## src/rtl/game_sequencer_if.sv

```systemverilog
// game_sequencer_if: frame/button/ball/brick inputs and the game-flow outputs
// exchanged between the game sequencer and its neighbours (VGA timing, ball
// logic, brick renderer). master = environment side, slave = sequencer side.
interface game_sequencer_if;
    logic        frame_pulse;
    logic        btn_action;
    logic        ball_lost;
    logic        brick_hit;
    logic        logic_frame_pulse;
    logic        logic_restart;
    logic        wall_reload;
    logic [2:0]  game_state;
    logic [2:0]  lives;
    logic [11:0] score;
    logic [3:0]  level;
    logic [5:0]  bricks_left;

    modport master (
        output frame_pulse,
        output btn_action,
        output ball_lost,
        output brick_hit,
        input  logic_frame_pulse,
        input  logic_restart,
        input  wall_reload,
        input  game_state,
        input  lives,
        input  score,
        input  level,
        input  bricks_left
    );

    modport slave (
        input  frame_pulse,
        input  btn_action,
        input  ball_lost,
        input  brick_hit,
        output logic_frame_pulse,
        output logic_restart,
        output wall_reload,
        output game_state,
        output lives,
        output score,
        output level,
        output bricks_left
    );
endinterface

```

## src/rtl/game_sequencer.sv

```systemverilog
// game_sequencer: game-flow controller for the breakout game. Sequences the
// ball/paddle logic through attract, serve, play, life-lost, level-clear and
// game-over, gates its frame pulse, and tracks lives/score/level/bricks.
// Optional feature macro: BONUS_LIFE_EN (extra life per 100 points).
//
// state   | meaning
// --------+---------------------------------------------------------
// ATTRACT | idle, waiting for the action button to start a game
// SERVE   | ball parked, counting SERVE_FRAMES before play resumes
// PLAY    | ball logic running; watches for wall clear / ball lost
// LOST    | life lost, pausing PAUSE_FRAMES before the next serve
// CLEAR   | wall cleared, pausing PAUSE_FRAMES before the next level
// OVER    | no lives left, score frozen until the button is pressed
module game_sequencer #(
    parameter int START_LIVES      = 3,
    parameter int MAX_LIVES        = 7,
    parameter int BRICK_COUNT      = 40,
    parameter int SERVE_FRAMES     = 60,
    parameter int PAUSE_FRAMES     = 90,
    parameter int POINTS_PER_BRICK = 1
) (
    input logic             clk,
    input logic             nRst,
    game_sequencer_if.slave bus
);

    typedef enum logic [2:0] {
        ST_ATTRACT = 3'd0,
        ST_SERVE   = 3'd1,
        ST_PLAY    = 3'd2,
        ST_LOST    = 3'd3,
        ST_CLEAR   = 3'd4,
        ST_OVER    = 3'd5
    } state_t;

    // Lives at game start never exceed the ceiling.
    localparam int START_EFF = (START_LIVES > MAX_LIVES) ? MAX_LIVES : START_LIVES;
    localparam int TMAX      = (SERVE_FRAMES > PAUSE_FRAMES) ? SERVE_FRAMES : PAUSE_FRAMES;
    localparam int TW        = (TMAX < 1) ? 1 : $clog2(TMAX + 1);

    localparam logic [TW-1:0] T_SERVE     = TW'(SERVE_FRAMES);
    localparam logic [TW-1:0] T_PAUSE     = TW'(PAUSE_FRAMES);
    localparam logic [2:0]    LIVES_START = 3'(START_EFF);
    localparam logic [5:0]    BRICKS_FULL = 6'(BRICK_COUNT);
    localparam logic [12:0]   SCORE_STEP  = 13'(POINTS_PER_BRICK);
    localparam logic [12:0]   SCORE_MAX   = 13'd4095;

    state_t        state;
    logic [TW-1:0] timer;
    logic [2:0]    lives_q;
    logic [11:0]   score_q;
    logic [3:0]    level_q;
    logic [5:0]    bricks_q;
    logic          restart_q;
    logic          reload_q;

    logic          hit_en;
    logic [12:0]   score_sum;
    logic [11:0]   score_hit;
    logic [5:0]    bricks_hit;
    logic [2:0]    lives_hit;
    logic [2:0]    lives_dec;
    logic [3:0]    level_next;
    logic          timer_last;

    // Next values for a brick hit, a lost ball, a level advance and the timer.
    always_comb begin
        hit_en     = bus.brick_hit && (state == ST_PLAY);
        score_sum  = {1'b0, score_q} + SCORE_STEP;
        score_hit  = (score_sum > SCORE_MAX) ? 12'hFFF : score_sum[11:0];
        bricks_hit = (bricks_q == 6'd0) ? 6'd0 : bricks_q - 6'd1;
        lives_hit  = lives_q;
`ifdef BONUS_LIFE_EN
        // One life per 100-point boundary crossed by this hit, capped.
        if (hit_en && ((score_q / 12'd100) != (score_hit / 12'd100))
            && (lives_q < 3'(MAX_LIVES)))
            lives_hit = lives_q + 3'd1;
`endif
        lives_dec  = (lives_hit == 3'd0) ? 3'd0 : lives_hit - 3'd1;
        level_next = (level_q == 4'd15) ? 4'd1 : level_q + 4'd1;
        // The timer holds the frames still to wait, counting the current one,
        // so the state moves on the frame that consumes the last count.
        timer_last = (timer <= TW'(1));
    end

    // Game-flow FSM with registered counters and one-clock restart/reload pulses.
    always_ff @(posedge clk) begin
        if (!nRst) begin
            state     <= ST_ATTRACT;
            timer     <= '0;
            lives_q   <= LIVES_START;
            score_q   <= 12'd0;
            level_q   <= 4'd1;
            bricks_q  <= BRICKS_FULL;
            restart_q <= 1'b0;
            reload_q  <= 1'b0;
        end else begin
            restart_q <= 1'b0;
            reload_q  <= 1'b0;

            if (hit_en) begin
                bricks_q <= bricks_hit;
                score_q  <= score_hit;
                lives_q  <= lives_hit;
            end

            case (state)
                ST_ATTRACT: begin
                    if (bus.frame_pulse && bus.btn_action) begin
                        lives_q   <= LIVES_START;
                        score_q   <= 12'd0;
                        level_q   <= 4'd1;
                        bricks_q  <= BRICKS_FULL;
                        restart_q <= 1'b1;
                        reload_q  <= 1'b1;
                        timer     <= T_SERVE;
                        state     <= ST_SERVE;
                    end
                end
                ST_SERVE: begin
                    if (bus.frame_pulse) begin
                        if (timer_last) begin
                            timer <= '0;
                            state <= ST_PLAY;
                        end else begin
                            timer <= timer - TW'(1);
                        end
                    end
                end
                ST_PLAY: begin
                    // Exit checks see the brick count from before this cycle's hit.
                    if (bus.frame_pulse) begin
                        if (bricks_q == 6'd0) begin
                            timer <= T_PAUSE;
                            state <= ST_CLEAR;
                        end else if (bus.ball_lost) begin
                            lives_q <= lives_dec;
                            if (lives_dec == 3'd0) begin
                                state <= ST_OVER;
                            end else begin
                                timer <= T_PAUSE;
                                state <= ST_LOST;
                            end
                        end
                    end
                end
                ST_LOST: begin
                    if (bus.frame_pulse) begin
                        if (timer_last) begin
                            restart_q <= 1'b1;
                            timer     <= T_SERVE;
                            state     <= ST_SERVE;
                        end else begin
                            timer <= timer - TW'(1);
                        end
                    end
                end
                ST_CLEAR: begin
                    if (bus.frame_pulse) begin
                        if (timer_last) begin
                            level_q   <= level_next;
                            bricks_q  <= BRICKS_FULL;
                            restart_q <= 1'b1;
                            reload_q  <= 1'b1;
                            timer     <= T_SERVE;
                            state     <= ST_SERVE;
                        end else begin
                            timer <= timer - TW'(1);
                        end
                    end
                end
                ST_OVER: begin
                    if (bus.frame_pulse && bus.btn_action) begin
                        timer <= '0;
                        state <= ST_ATTRACT;
                    end
                end
                default: begin
                    // Unused codes fall back to attract without waiting for a frame.
                    timer <= '0;
                    state <= ST_ATTRACT;
                end
            endcase
        end
    end

    assign bus.logic_frame_pulse = bus.frame_pulse && (state == ST_PLAY);
    assign bus.logic_restart     = restart_q;
    assign bus.wall_reload       = reload_q;
    assign bus.game_state        = state;
    assign bus.lives             = lives_q;
    assign bus.score             = score_q;
    assign bus.level             = level_q;
    assign bus.bricks_left       = bricks_q;

endmodule
```

## src/flat_wrapper.sv

```systemverilog
// flat-port wrapper written by rule: the top's interface ports become plain ports
module game_sequencer_flat 
#(
    parameter int START_LIVES      = 3,
    parameter int MAX_LIVES        = 7,
    parameter int BRICK_COUNT      = 40,
    parameter int SERVE_FRAMES     = 60,
    parameter int PAUSE_FRAMES     = 90,
    parameter int POINTS_PER_BRICK = 1
)
  (clk, nRst, bus_frame_pulse, bus_btn_action, bus_ball_lost, bus_brick_hit, bus_logic_frame_pulse, bus_logic_restart, bus_wall_reload, bus_game_state, bus_lives, bus_score, bus_level, bus_bricks_left);
  game_sequencer_if bus_i ();
  input logic clk;
  input logic nRst;
  input wire logic [$bits(bus_i.frame_pulse)-1:0] bus_frame_pulse;
  input wire logic [$bits(bus_i.btn_action)-1:0] bus_btn_action;
  input wire logic [$bits(bus_i.ball_lost)-1:0] bus_ball_lost;
  input wire logic [$bits(bus_i.brick_hit)-1:0] bus_brick_hit;
  output wire logic [$bits(bus_i.logic_frame_pulse)-1:0] bus_logic_frame_pulse;
  output wire logic [$bits(bus_i.logic_restart)-1:0] bus_logic_restart;
  output wire logic [$bits(bus_i.wall_reload)-1:0] bus_wall_reload;
  output wire logic [$bits(bus_i.game_state)-1:0] bus_game_state;
  output wire logic [$bits(bus_i.lives)-1:0] bus_lives;
  output wire logic [$bits(bus_i.score)-1:0] bus_score;
  output wire logic [$bits(bus_i.level)-1:0] bus_level;
  output wire logic [$bits(bus_i.bricks_left)-1:0] bus_bricks_left;
  assign bus_i.frame_pulse = bus_frame_pulse;
  assign bus_i.btn_action = bus_btn_action;
  assign bus_i.ball_lost = bus_ball_lost;
  assign bus_i.brick_hit = bus_brick_hit;
  assign bus_logic_frame_pulse = bus_i.logic_frame_pulse;
  assign bus_logic_restart = bus_i.logic_restart;
  assign bus_wall_reload = bus_i.wall_reload;
  assign bus_game_state = bus_i.game_state;
  assign bus_lives = bus_i.lives;
  assign bus_score = bus_i.score;
  assign bus_level = bus_i.level;
  assign bus_bricks_left = bus_i.bricks_left;
  game_sequencer #(.START_LIVES(START_LIVES), .MAX_LIVES(MAX_LIVES), .BRICK_COUNT(BRICK_COUNT), .SERVE_FRAMES(SERVE_FRAMES), .PAUSE_FRAMES(PAUSE_FRAMES), .POINTS_PER_BRICK(POINTS_PER_BRICK)) u_core (.clk(clk), .nRst(nRst), .bus(bus_i));
endmodule
```

## config.mk

```make
export PLATFORM = sky130hd
export DESIGN_NAME = game_sequencer_flat
export DESIGN_NICKNAME = d
export VERILOG_FILES = /design/src/rtl/game_sequencer_if.sv /design/src/rtl/game_sequencer.sv /design/src/flat_wrapper.sv
export SDC_FILE = /design/constraint.sdc
export NUM_CORES = 1
export LEC_CHECK = 0
export CAP_MARGIN = 20
export CORE_MARGIN = 2
export CORE_UTILIZATION = 25
export DETAILED_ROUTE_END_ITERATION = 16
export SETUP_SLACK_MARGIN = 0.5
export SKIP_LAST_GASP = 1
export SLEW_MARGIN = 25
export SYNTH_ARGS = -nofsm -noshare
export SYNTH_HDL_FRONTEND = slang
export SYNTH_SLANG_ARGS = --single-unit
```

## constraint.sdc

```tcl
create_clock -name clk -period 2.73 [get_ports clk]
set_clock_uncertainty 0.15 [all_clocks]
set_input_delay 0.6825 -clock clk [delete_from_list [all_inputs] [get_ports clk]]
set_output_delay 0.6825 -clock clk [all_outputs]
set_load 0.05 [all_outputs]
```

# ---- Yosys cells after proc, flatten, opt, wreduce, memory -nomap -nowiden
# Index checks and enable logic that the tools add are counted.
dict set report totals {
  mem_bits_ro 0
  latch_bits 0
  ramBits 0
  wordCells 96
  output_inout_bits 31
  in_bits 6
  memories 0
  regBits 37
}
dict set report op_classes {
  eq_ne 19
  add_sub_neg 5
  n_mux 48
  n_div 0
  multipliers 0
  magnitude_cmp 2
  shift 0
  reduce_logical 14
  n_bitwise 0
}
# cell n
set ops {}
lappend ops {{$mux 7} 10}
lappend ops {{$mux 12} 4}
lappend ops {{$mux 3} 15}
lappend ops {{$pmux 7 s5} 1}
lappend ops {{$mux 6} 5}
lappend ops {{$mux 4} 4}
lappend ops {{$pmux 3 s5} 1}
lappend ops {{$add 12x1->13 const B} 1}
lappend ops {{$gt 13x12->1 const B} 1}
lappend ops {{$ne 2x1->1 const B} 6}
lappend ops {{$pmux 6 s2} 1}
lappend ops {{$ne 2x2->1 const B} 5}
lappend ops {{$logic_not 3->1} 3}
lappend ops {{$pmux 4 s2} 1}
lappend ops {{$reduce_and 8->1} 1}
lappend ops {{$le 7x1->1 const B} 1}
lappend ops {{$reduce_and 7->1} 1}
lappend ops {{$sub 7x1->7 const B} 1}
lappend ops {{$eq 3x2->1 const B} 2}
lappend ops {{$eq 3x3->1 const B} 2}
lappend ops {{$logic_not 6->1} 1}
lappend ops {{$ne 3x3->1 const B} 2}
lappend ops {{$pmux 3 s2} 1}
lappend ops {{$sub 6x1->6 const B} 1}
lappend ops {{other kinds (11)} 17}

# ---- Logic depth before layout (Yosys ltp)
# Gate-level depths: netlist of the first run.
dict set report depth {
  word_depth 8
  depth_mapped 8
}

# ---- Worst setup path before layout of the first run
# OpenSTA, ideal clock, no wires.
dict set report synth_timing {
  kind {register to output}
  start {register u_core.state[0], in the netlist u_core.bus.game_state[0]}
  end {output bus_logic_frame_pulse}
  path_stages_with_launch 6
  arrival_ns 1.722
  setup_slack_ns 0.175
  cell_sequence {dfxtp_1 clkbuf_1 clkbuf_1 nand2b_1 nor2_1 and2_1}
}
dict set report synth_between {
  elab_chain_cells 2
}
# element line_no
set synth_lines {}
lappend synth_lines {{from (decl)} game_sequencer.sv:48} ;# state_t state;
lappend synth_lines {{from (signal assigned)} game_sequencer.sv:89} ;# state <= ST_ATTRACT;
lappend synth_lines {{from (signal assigned)} game_sequencer.sv:117} ;# state <= ST_SERVE;
lappend synth_lines {{from (signal assigned)} game_sequencer.sv:124} ;# state <= ST_PLAY;
lappend synth_lines {{$eq 3x2->1} game_sequencer.sv:187} ;# assign bus.logic_frame_pulse = bus.frame_pulse && (state == ST_PLAY);
lappend synth_lines {{$logic_and 1x1->1} game_sequencer.sv:187}
lappend synth_lines {{to (decl)} flat_wrapper.sv:19} ;# output wire logic [$bits(bus_i.logic_frame_pulse)-1:0] bus_logic_frame_pulse;
# No other way between the ends.

# ---- Worst setup path after layout of the first run
dict set report layout_timing {
  start {input bus_frame_pulse}
  end {output bus_logic_frame_pulse}
}
dict set report layout_between {
  elab_chain_cells 1
}
# element line_no
set layout_lines {}
lappend layout_lines {{from (decl)} flat_wrapper.sv:15} ;# input wire logic [$bits(bus_i.frame_pulse)-1:0] bus_frame_pulse;
lappend layout_lines {{$logic_and 1x1->1} game_sequencer.sv:187}
# No other way between the ends.

==> results of run 1 <==
cell type report:
class                           instances  area (um^2)
Clock buffer                            7         86.3
Fill cell                             900         5850
Inverter                               12         45.0
Multi-Input combinational cell        208         1400
Sequential cell                        37          746
Tap cell                              108          135
Timing Repair Buffer                   50          455
cell families (layout without fill, tap and decap cells):
group	count (synthesis)	count (layout)	synth area share (%)
and+or+nand+nor	116	116	27.4
muxes	7	7	3.12
xor gates and xnor gates	2	2	0.781
AOI/OAI and AO/OA	76	76	26.7
DFF	37	37	33.0
adders and majority gates	7	7	3.90
buffers and inverters	27	69	5.13
power breakdown:
part	switching [W]	leakage [nW]	internal, W
Sequential	0.0000320	0.302	0.000559
Combinational	0.000183	0.834	0.000128
Clock	0.000200	0.0443	0.000201
Total	0.000415	1.18	0.000888
routing by layer:
| metal | up-vias | part of all wire, % | global-route usage, % |
|---|---|---|---|
| li1 | 1079 | - | - |
| met1 | 1062 | 49 | 17.2 |
| met2 | 52 | 46 | 20.5 |
| met3 | 6 | 4.4 | 2.98 |
| met4 | 0 | 1.0 | 3.58 |
| met5 | - | 0 | 0 |
cells in the mapped netlist, types with 3 or more instances:
master	count	area, um^2
sky130_fd_sc_hd__ha_1	7	87.6
sky130_fd_sc_hd__mux2i_1	7	70.1
sky130_fd_sc_hd__and3_1	8	50.1
sky130_fd_sc_hd__o211ai_1	3	22.5
sky130_fd_sc_hd__a31oi_1	3	18.8
sky130_fd_sc_hd__nand4_1	3	18.8
sky130_fd_sc_hd__nand2_1	20	75.1
sky130_fd_sc_hd__nand2b_1	6	37.5
sky130_fd_sc_hd__clkbuf_1	8	30.0
sky130_fd_sc_hd__and2_1	6	37.5
sky130_fd_sc_hd__a211oi_1	3	22.5
sky130_fd_sc_hd__o31ai_1	3	22.5
sky130_fd_sc_hd__a21oi_1	18	90.1
sky130_fd_sc_hd__a41oi_1	3	26.3
sky130_fd_sc_hd__nor4_1	4	25.0
sky130_fd_sc_hd__buf_2	5	25.0
sky130_fd_sc_hd__nand3_1	7	35.0
sky130_fd_sc_hd__dfxtp_1	37	741
sky130_fd_sc_hd__o21ai_0	11	55.1
sky130_fd_sc_hd__nor2b_1	6	37.5
sky130_fd_sc_hd__inv_1	11	41.3
sky130_fd_sc_hd__nor2_1	33	124
sky130_fd_sc_hd__a311oi_1	3	26.3
sky130_fd_sc_hd__nor3_1	8	40.0
sky130_fd_sc_hd__o22ai_1	3	18.8
stage by stage:
| step | cells | total power (W) | setup WS (ns) |
|---|---|---|---|
| floorplan | 272 | 0.000827 | 0.508 |
| global placement | 413 | 0.000903 | 0.218 |
| detailed placement | 413 | 0.000907 | 0.203 |
| CTS | 420 | 0.00131 | 0.491 |
| global route | 422 | 0.00137 | 0.493 |
| finish | 422 | 0.00130 | 0.533 |
timing repair:
action,in CTS,in global routing
setup buffers,0,2
setup endpoints to repair,31,11
hold endpoints to repair,0,0
gates resized for setup,37,4
hold buffers,0,0
final timing paths:
path / start / slack [ns] / end
setup / recovery: bus_frame_pulse / 0.53 / bus_logic_frame_pulse
hold / removal: u_core.bus.lives[2]$_SDFFE_PN0P_ / 0.34 / u_core.bus.lives[2]$_SDFFE_PN0P_
setup reg to reg: u_core.timer[2]$_SDFFE_PN0P_ / 0.66 / u_core.bus.level[0]$_SDFFE_PN1P_
hold reg to reg: u_core.bus.lives[2]$_SDFFE_PN0P_ / 0.34 / u_core.bus.lives[2]$_SDFFE_PN0P_
flip-flops by register name, summed over array words and instances (netlist names):
signal,cells
u_core.bus.score,12
u_core.timer,7
u_core.bus.bricks_left,6
u_core.bus.level,4
u_core.bus.game_state,3
u_core.bus.lives,3
u_core.bus.logic_restart,1
u_core.bus.wall_reload,1
cells in the final DEF (no fill, tap or decap), drive strengths merged, types with 2 or more instances in the layout:
master	Yosys	layout
a211oi	4	4
a21oi	18	18
a311oi	3	3
a31oi	3	3
a41oi	3	3
and2	6	6
and3	8	8
buf	7	15
clkbuf	8	8
clkdlybuf4s50	0	3
dfxtp	37	37
dlygate4sd2	0	30
ha	7	7
inv	11	11
mux2i	7	7
nand2	20	20
nand2b	6	6
nand3	7	7
nand4	3	3
nor2	34	34
nor2b	6	6
nor3	9	9
nor3b	2	2
nor4	4	4
o211a	2	2
o211ai	3	3
o21a	2	2
o21ai	13	13
o22ai	3	3
o311ai	2	2
o31ai	3	3
o41ai	2	2
or2	2	2
or3	2	2
==> insert_results.sql, run 1 <==
INSERT INTO impl_metrics (metric_group, metric, value, unit) VALUES
('global_routing', 'track_usage', '12.8', '%'),
('setup_path', 'timing.critical_path.buf_inv', '3', ''),
('detailed_routing', 'detail_route.first_pass.iterations', '5', ''),
('setup_path', 'critical_path.max_fanout', '6', ''),
('detailed_routing', 'drc_marker_count_from_the_first_detailed_route_iteration', '151', ''),
('logic_synthesis', 'synth_enable_flop_cells', '0', ''),
('global_routing', 'maximum_number_of_pins_on_one_net_before_global_route_repair', '19', ''),
('logic_synthesis', 'synthesized_netlist_net_count', '285', ''),
('placed_design', 'buffer_ports.inserted', '36', ''),
('die', 'die_area', '0.00975', 'mm^2'),
('detailed_routing', 'drc', '0', ''),
('die', 'core.rowCount', '34', ''),
('clock_tree', 'insertion_delay_to_the_later_sink_of_the_worst_skew_pair', '0.29', 'ns'),
('logic_synthesis', 'post_synth_instance_area', '0.00224', 'mm^2'),
('sta', 'hold-worst-slack', '0.343', 'ns'),
('logic_synthesis', 'post_synth.cell_area_avg', '8.25', 'um^2'),
('pwr', 'cellLeakagePower', '1.18', 'nW'),
('worst_hold_path', 'path_type_of_the_worst_min_delay_path', 'reg -> reg', ''),
('setup_path', 'crit_cells', '4', ''),
('placed_design', 'dpl_cell_area', '0.00278', 'mm^2'),
('cells_and_area', 'fin_util', '32.9', '%'),
('die', 'design.core.area', '0.00872', 'mm^2'),
('clock_tree', 'tritoncts', 'yes', ''),
('clock_tree', 'cts-buffers-inserted', '5', ''),
('setup_path', 'worst_path_max_delay_cell', 'sky130_fd_sc_hd__dlygate4sd2_1', ''),
('sta', 'setup_violations', '0', ''),
('cells_and_area', 'area_growth', '27.8', '%'),
('detailed_routing', 'ant_nets', '0', ''),
('sta', 'timing_hold_violations_final', '0', ''),
('cells_and_area', 'final_net_count', '327', ''),
('setup_path', 'element_type_at_the_critical_path_end', 'output port', ''),
('die', 'start_util', '25.7', '%'),
('logic_synthesis', 'ys_types', '65', ''),
('setup_path', 'crit_arrival', '1.36', 'ns'),
('global_routing', 'antenna_violations_before_repair', '0', ''),
('pwr', 'ir_drop', '0.177', 'mV'),
('outcome', 'run_status', 'finished, final reports clean', ''),
('die', 'die_h', '98.8', 'um'),
('setup_path', 'reg2reg_depth', '5', ''),
('logic_synthesis', 'synthesis.instances', '272', ''),
('logic_synthesis', 'yosysWarningCount', '0', ''),
('setup_path', 'path_type_of_the_worst_setup_path', 'in -> out', ''),
('clock_tree', 'cts_buffer_depth', '2', ''),
('logic_synthesis', 'async_reset_ff_share', '0', '%'),
('sta', 'layout_min_cycle_time', '2.20', 'ns'),
('die', 'die-width', '98.8', 'um'),
('detailed_routing', 'vias', '2199', ''),
('setup_path', 'crit_chain', 'dlygate4sd2_1 -> buf_6 -> and2_4 -> buf_12', ''),
('clock_tree', 'clock-root-buffer', 'sky130_fd_sc_hd__clkbuf_8', ''),
('clock_tree', 'cts_num_sinks', '37', ''),
('detailed_routing', 'viasPerCell', '5.21', ''),
('clock_tree', 'htree_levels', '2', ''),
('sta', 'timing.max_slew.rel_slack', '53.4', '%'),
('detailed_routing', 'drt-total-wl', '5990', 'um'),
('global_routing', 'grt_pass1_wl', '10300', 'um'),
('logic_synthesis', 'ys_dominant_reg_cell', 'sky130_fd_sc_hd__dfxtp_1', ''),
('die', 'design.portCount', '37', ''),
('sta', 'clock.fmax', '0.455', 'GHz'),
('cells_and_area', 'postLayoutCellArea', '0.00287', 'mm^2'),
('setup_path', 'timing.critical_path.from_type', 'primary input', ''),
('logic_synthesis', 'synth.ff_latch_count', '37', ''),
('cells_and_area', 'layout-drive-gt1-share', '14.3', '%'),
('logic_synthesis', 'synth.yosys.seq_area_share', '33.0', '%'),
('pwr', 'power_density', '454', 'mW/mm^2'),
('placed_design', 'dp.final_hpwl', '4360', 'um'),
('worst_hold_path', 'hold_path_depth', '1', ''),
('placed_design', 'final_wtd_congestion', '0.837', ''),
('sta', 'finalMaxSlewViolations', '0', ''),
('setup_path', 'cp_slowest_stage_delay', '0.26', 'ns'),
('cells_and_area', 'diodes', '0', ''),
('sta', 'fin_crit_sh', '80.5', '%'),
('detailed_routing', 'routed_wire_length_per_instance', '14.2', 'um'),
('sta', 'grt_setup_unrepaired', 'false', ''),
('clock_tree', 'clock_transition_at_the_registers_of_the_reported_paths', '0.07', 'ns'),
('setup_path', 'data_required_time_of_the_worst_path', '1.90', 'ns'),
('global_routing', 'first_global_vias', '2138', ''),
('sta', 'tns', '0', 'ns'),
('sta', 'timing_worst_slew_pin_value', '0.693', 'ns'),
('global_routing', 'globalRoute.totalOverflow', '0', ''),
('setup_path', 'path_delay_family', 'buffers and inverters', ''),
('job', 'timing.max_cap.violations', '0', '');
No activity file was read; power rests on OpenSTA's default activity.
==> run 2, diff against run 1 <==
==> constraint.sdc (replaced) <==
create_clock -name clk -period 2.1 [get_ports clk]
set_clock_uncertainty 0.15 [all_clocks]
set_input_delay 0.525 -clock clk [delete_from_list [all_inputs] [get_ports clk]]
set_output_delay 0.525 -clock clk [all_outputs]
set_load 0.05 [all_outputs]
==> run 2 against run 1 <==
Die area did not move; largest power group unchanged; via count is 13% higher; hold slack better by 0.0036 ns; count of clock-buffer cells in the layout down 2; cell count increased by 15%; worst setup slack worse by 0.41 ns.
==> insert_results.sql, run 2 (synthesis gave the netlist of run 1 again) <==
INSERT INTO impl_metrics (metric_group, metric, value, unit) VALUES
('job', 'timing.max_cap.violations', '0', ''),
('worst_hold_path', 'hold_path_depth', '1', ''),
('detailed_routing', 'viasPerCell', '5.12', ''),
('clock_tree', 'tritoncts', 'yes', ''),
('pwr', 'seq_power_share', '37.8', '%'),
('clock_tree', 'insertion_delay_to_the_later_sink_of_the_worst_skew_pair', '0.30', 'ns'),
('clock_tree', 'cts_hold_repair.buffers', '0', ''),
('die', 'die_area', '0.00975', 'mm^2'),
('setup_path', 'timing.critical_path.from_type', 'flop', ''),
('global_routing', 'track_usage', '13.4', '%'),
('placed_design', 'place.detailed.instances', '436', ''),
('pwr', 'share_clk_of_total_power', '25.9', '%'),
('setup_path', 'path_type_of_the_worst_setup_path', 'reg -> reg', ''),
('sta', 'tns', '0', 'ns'),
('cells_and_area', 'final_net_count', '390', ''),
('clock_tree', 'htree_levels', '2', ''),
('pwr', 'p_switching', '0.000664', 'W'),
('global_routing', 'antenna_violations_before_repair', '0', ''),
('detailed_routing', 'drt-total-wl', '7180', 'um'),
('setup_path', 'worst_path_max_delay_cell', 'sky130_fd_sc_hd__dfxtp_4', ''),
('detailed_routing', 'drc', '0', ''),
('cells_and_area', 'diodes', '0', ''),
('cells_and_area', 'leading_cell_types_in_the_layout_fill_and_taps_excluded', 'sky130_fd_sc_hd__buf_4, sky130_fd_sc_hd__buf_6, sky130_fd_sc_hd__nor2_1', ''),
('pwr', 'cellLeakagePower', '1.55', 'nW'),
('placed_design', 'final_wtd_congestion', '0.851', ''),
('sta', 'finalMaxSlewViolations', '0', ''),
('sta', 'timing.max_slew.rel_slack', '65.9', '%'),
('detailed_routing', 'routed_wire_length_per_instance', '14.8', 'um'),
('sta', 'fin_crit_sh', '94.3', '%'),
('pwr', 'power_switching_share', '33.5', '%'),
('setup_path', 'cp_slowest_stage_delay', '0.36', 'ns'),
('outcome', 'run_status', 'finished, final reports clean', ''),
('die', 'design.core.area', '0.00872', 'mm^2'),
('global_routing', 'globalRoute.totalOverflow', '0', ''),
('pwr', 'internal_power', '0.00132', 'W'),
('placed_design', 'dp.final_hpwl', '4450', 'um'),
('clock_tree', 'cts_num_sinks', '37', ''),
('clock_tree', 'clock_transition_at_the_registers_of_the_reported_paths', '0.08', 'ns'),
('cells_and_area', 'layout-drive-gt1-share', '55.8', '%'),
('detailed_routing', 'ant_nets', '0', ''),
('worst_hold_path', 'path_type_of_the_worst_min_delay_path', 'reg -> reg', ''),
('pwr', 'combinationalPowerShare', '36.3', '%'),
('cells_and_area', 'finish.cell_count_without_fillers', '486', ''),
('global_routing', 'grt_pass1_wl', '11000', 'um'),
('pwr', 'power_density', '513', 'mW/mm^2'),
('sta', 'clock.fmax', '0.505', 'GHz'),
('setup_path', 'top_cell_by_count_worst_path', 'sky130_fd_sc_hd__buf_6', ''),
('sta', 'fin_ws', '0.119', 'ns'),
('detailed_routing', 'detail_route.first_pass.iterations', '4', ''),
('cells_and_area', 'final_common_cell', 'sky130_fd_sc_hd__buf_4', ''),
('detailed_routing', 'drc_marker_count_from_the_first_detailed_route_iteration', '146', ''),
('sta', 'timing_worst_slew_pin_value', '0.511', 'ns'),
('setup_path', 'crit_arrival', '2.02', 'ns'),
('placed_design', 'dpl_cell_area', '0.00296', 'mm^2'),
('placed_design', 'dp_slack', '-0.229', 'ns'),
('cells_and_area', 'largest_reg_flops', '12', ''),
('die', 'design.portCount', '37', ''),
('global_routing', 'maximum_number_of_pins_on_one_net_before_global_route_repair', '13', ''),
('sta', 'hold-worst-slack', '0.346', 'ns'),
('global_routing', 'first_global_vias', '2300', ''),
('setup_path', 'critical_path.max_fanout', '6', ''),
('sta', 'setup_violations', '0', ''),
('clock_tree', 'cts_buffer_depth', '2', ''),
('cells_and_area', 'area_growth', '72.3', '%'),
('sta', 'layout_min_cycle_time', '1.98', 'ns'),
('pwr', 'ir_drop', '0.268', 'mV'),
('setup_path', 'crit_chain', 'buf_6 -> buf_8 -> and2_4 -> a211oi_4 -> o31a_1 -> buf_6 -> nor2_4 -> a22o_1', ''),
('die', 'core.rowCount', '34', ''),
('sta', 'timing_hold_violations_final', '0', ''),
('setup_path', 'data_required_time_of_the_worst_path', '2.14', 'ns'),
('setup_path', 'reg2reg_depth', '8', ''),
('clock_tree', 'cts-buffers-inserted', '5', ''),
('cells_and_area', 'filler_cells_inserted', '772', ''),
('die', 'die-width', '98.8', 'um'),
('clock_tree', 'clock-root-buffer', 'sky130_fd_sc_hd__clkbuf_8', ''),
('die', 'start_util', '25.7', '%'),
('cells_and_area', 'postLayoutCellArea', '0.00387', 'mm^2'),
('sta', 'grt_setup_unrepaired', 'true', ''),
('placed_design', 'buffer_ports.inserted', '36', ''),
('setup_path', 'element_type_at_the_critical_path_end', 'flop', ''),
('die', 'die_h', '98.8', 'um'),
('detailed_routing', 'vias', '2490', '');
-- run 2: worst paths after layout --
path / from / slack [ns] / end
min reg2reg: u_core.bus.score[5]$_SDFF_PN0_ / 0.35 / u_core.bus.score[5]$_SDFF_PN0_
max reg2reg: u_core.bus.game_state[0]$_SDFFE_PN0P_ / 0.12 / u_core.timer[5]$_SDFFE_PN0P_
max: u_core.bus.game_state[0]$_SDFFE_PN0P_ / 0.12 / u_core.timer[5]$_SDFFE_PN0P_
min: u_core.bus.score[5]$_SDFF_PN0_ / 0.35 / u_core.bus.score[5]$_SDFF_PN0_
-- run 2: through the flow --
| stage | power [W] | util (%) |
|---|---|---|
| 2_1_floorplan | 0.00109 | - |
| 5_1_grt | 0.00207 | 44.3 |
| 3_5_place_dp | 0.00123 | 34.0 |
| 6_report | 0.00198 | 44.3 |
| 4_1_cts | 0.00189 | 40.5 |
| 3_3_place_gp | 0.00123 | 34.0 |
-- run 2: layout make-up --
type / count / area, um^2 / area share (%)
clock inverter: 3 / 17.5 / 0.453
sequential: 37 / 800 / 20.7
timing repair buffer: 113 / 1070 / 27.7
multi-input combinational: 208 / 1730 / 44.6
inverter: 12 / 47.5 / 1.23
tap: 108 / 135 / 3.49
clock buffer: 5 / 68.8 / 1.78
-- run 2: repair_timing --
action / 4_1_cts / 5_1_grt
pin swaps: 14 / 29
setup buffers: 27 / 13
resized for setup: 78 / 48
cloned: 1 / 1
endpoints found under the setup margin: 47 / 54
-- run 2: worst max-delay path, delay by kind of cell, from the launching register on --
kind / cells / cell delay, ns
buf+inv: 3 / 0.40
simple gates: 2 / 0.21
flops: 1 / 0.36
compound gates: 3 / 0.75
-- run 2: power by group through the flow --
| stage | sequential (W) | clock, W | combinational, W |
|---|---|---|---|
| 3_3_place_gp | 0.000783 | 0 | 0.000447 |
| 6_report | 0.000750 | 0.000513 | 0.000720 |
| 5_1_grt | 0.000754 | 0.000553 | 0.000768 |
| 3_5_place_dp | 0.000783 | 0 | 0.000448 |
| 4_1_cts | 0.000747 | 0.000522 | 0.000617 |
| 2_1_floorplan | 0.000793 | 0 | 0.000297 |
-- run 2: per-layer routing --
| metal | wire (um) | share of wire (%) | vias up | global-route usage [%] |
|---|---|---|---|---|
| li1 | - | - | 1212 | - |
| met1 | 3200 | 45 | 1213 | 17.6 |
| met2 | 3650 | 51 | 50 | 22.8 |
| met3 | 177 | 2.5 | 15 | 2.06 |
| met4 | 148 | 2.1 | 0 | 4.11 |
| met5 | 0 | 0 | - | 0 |
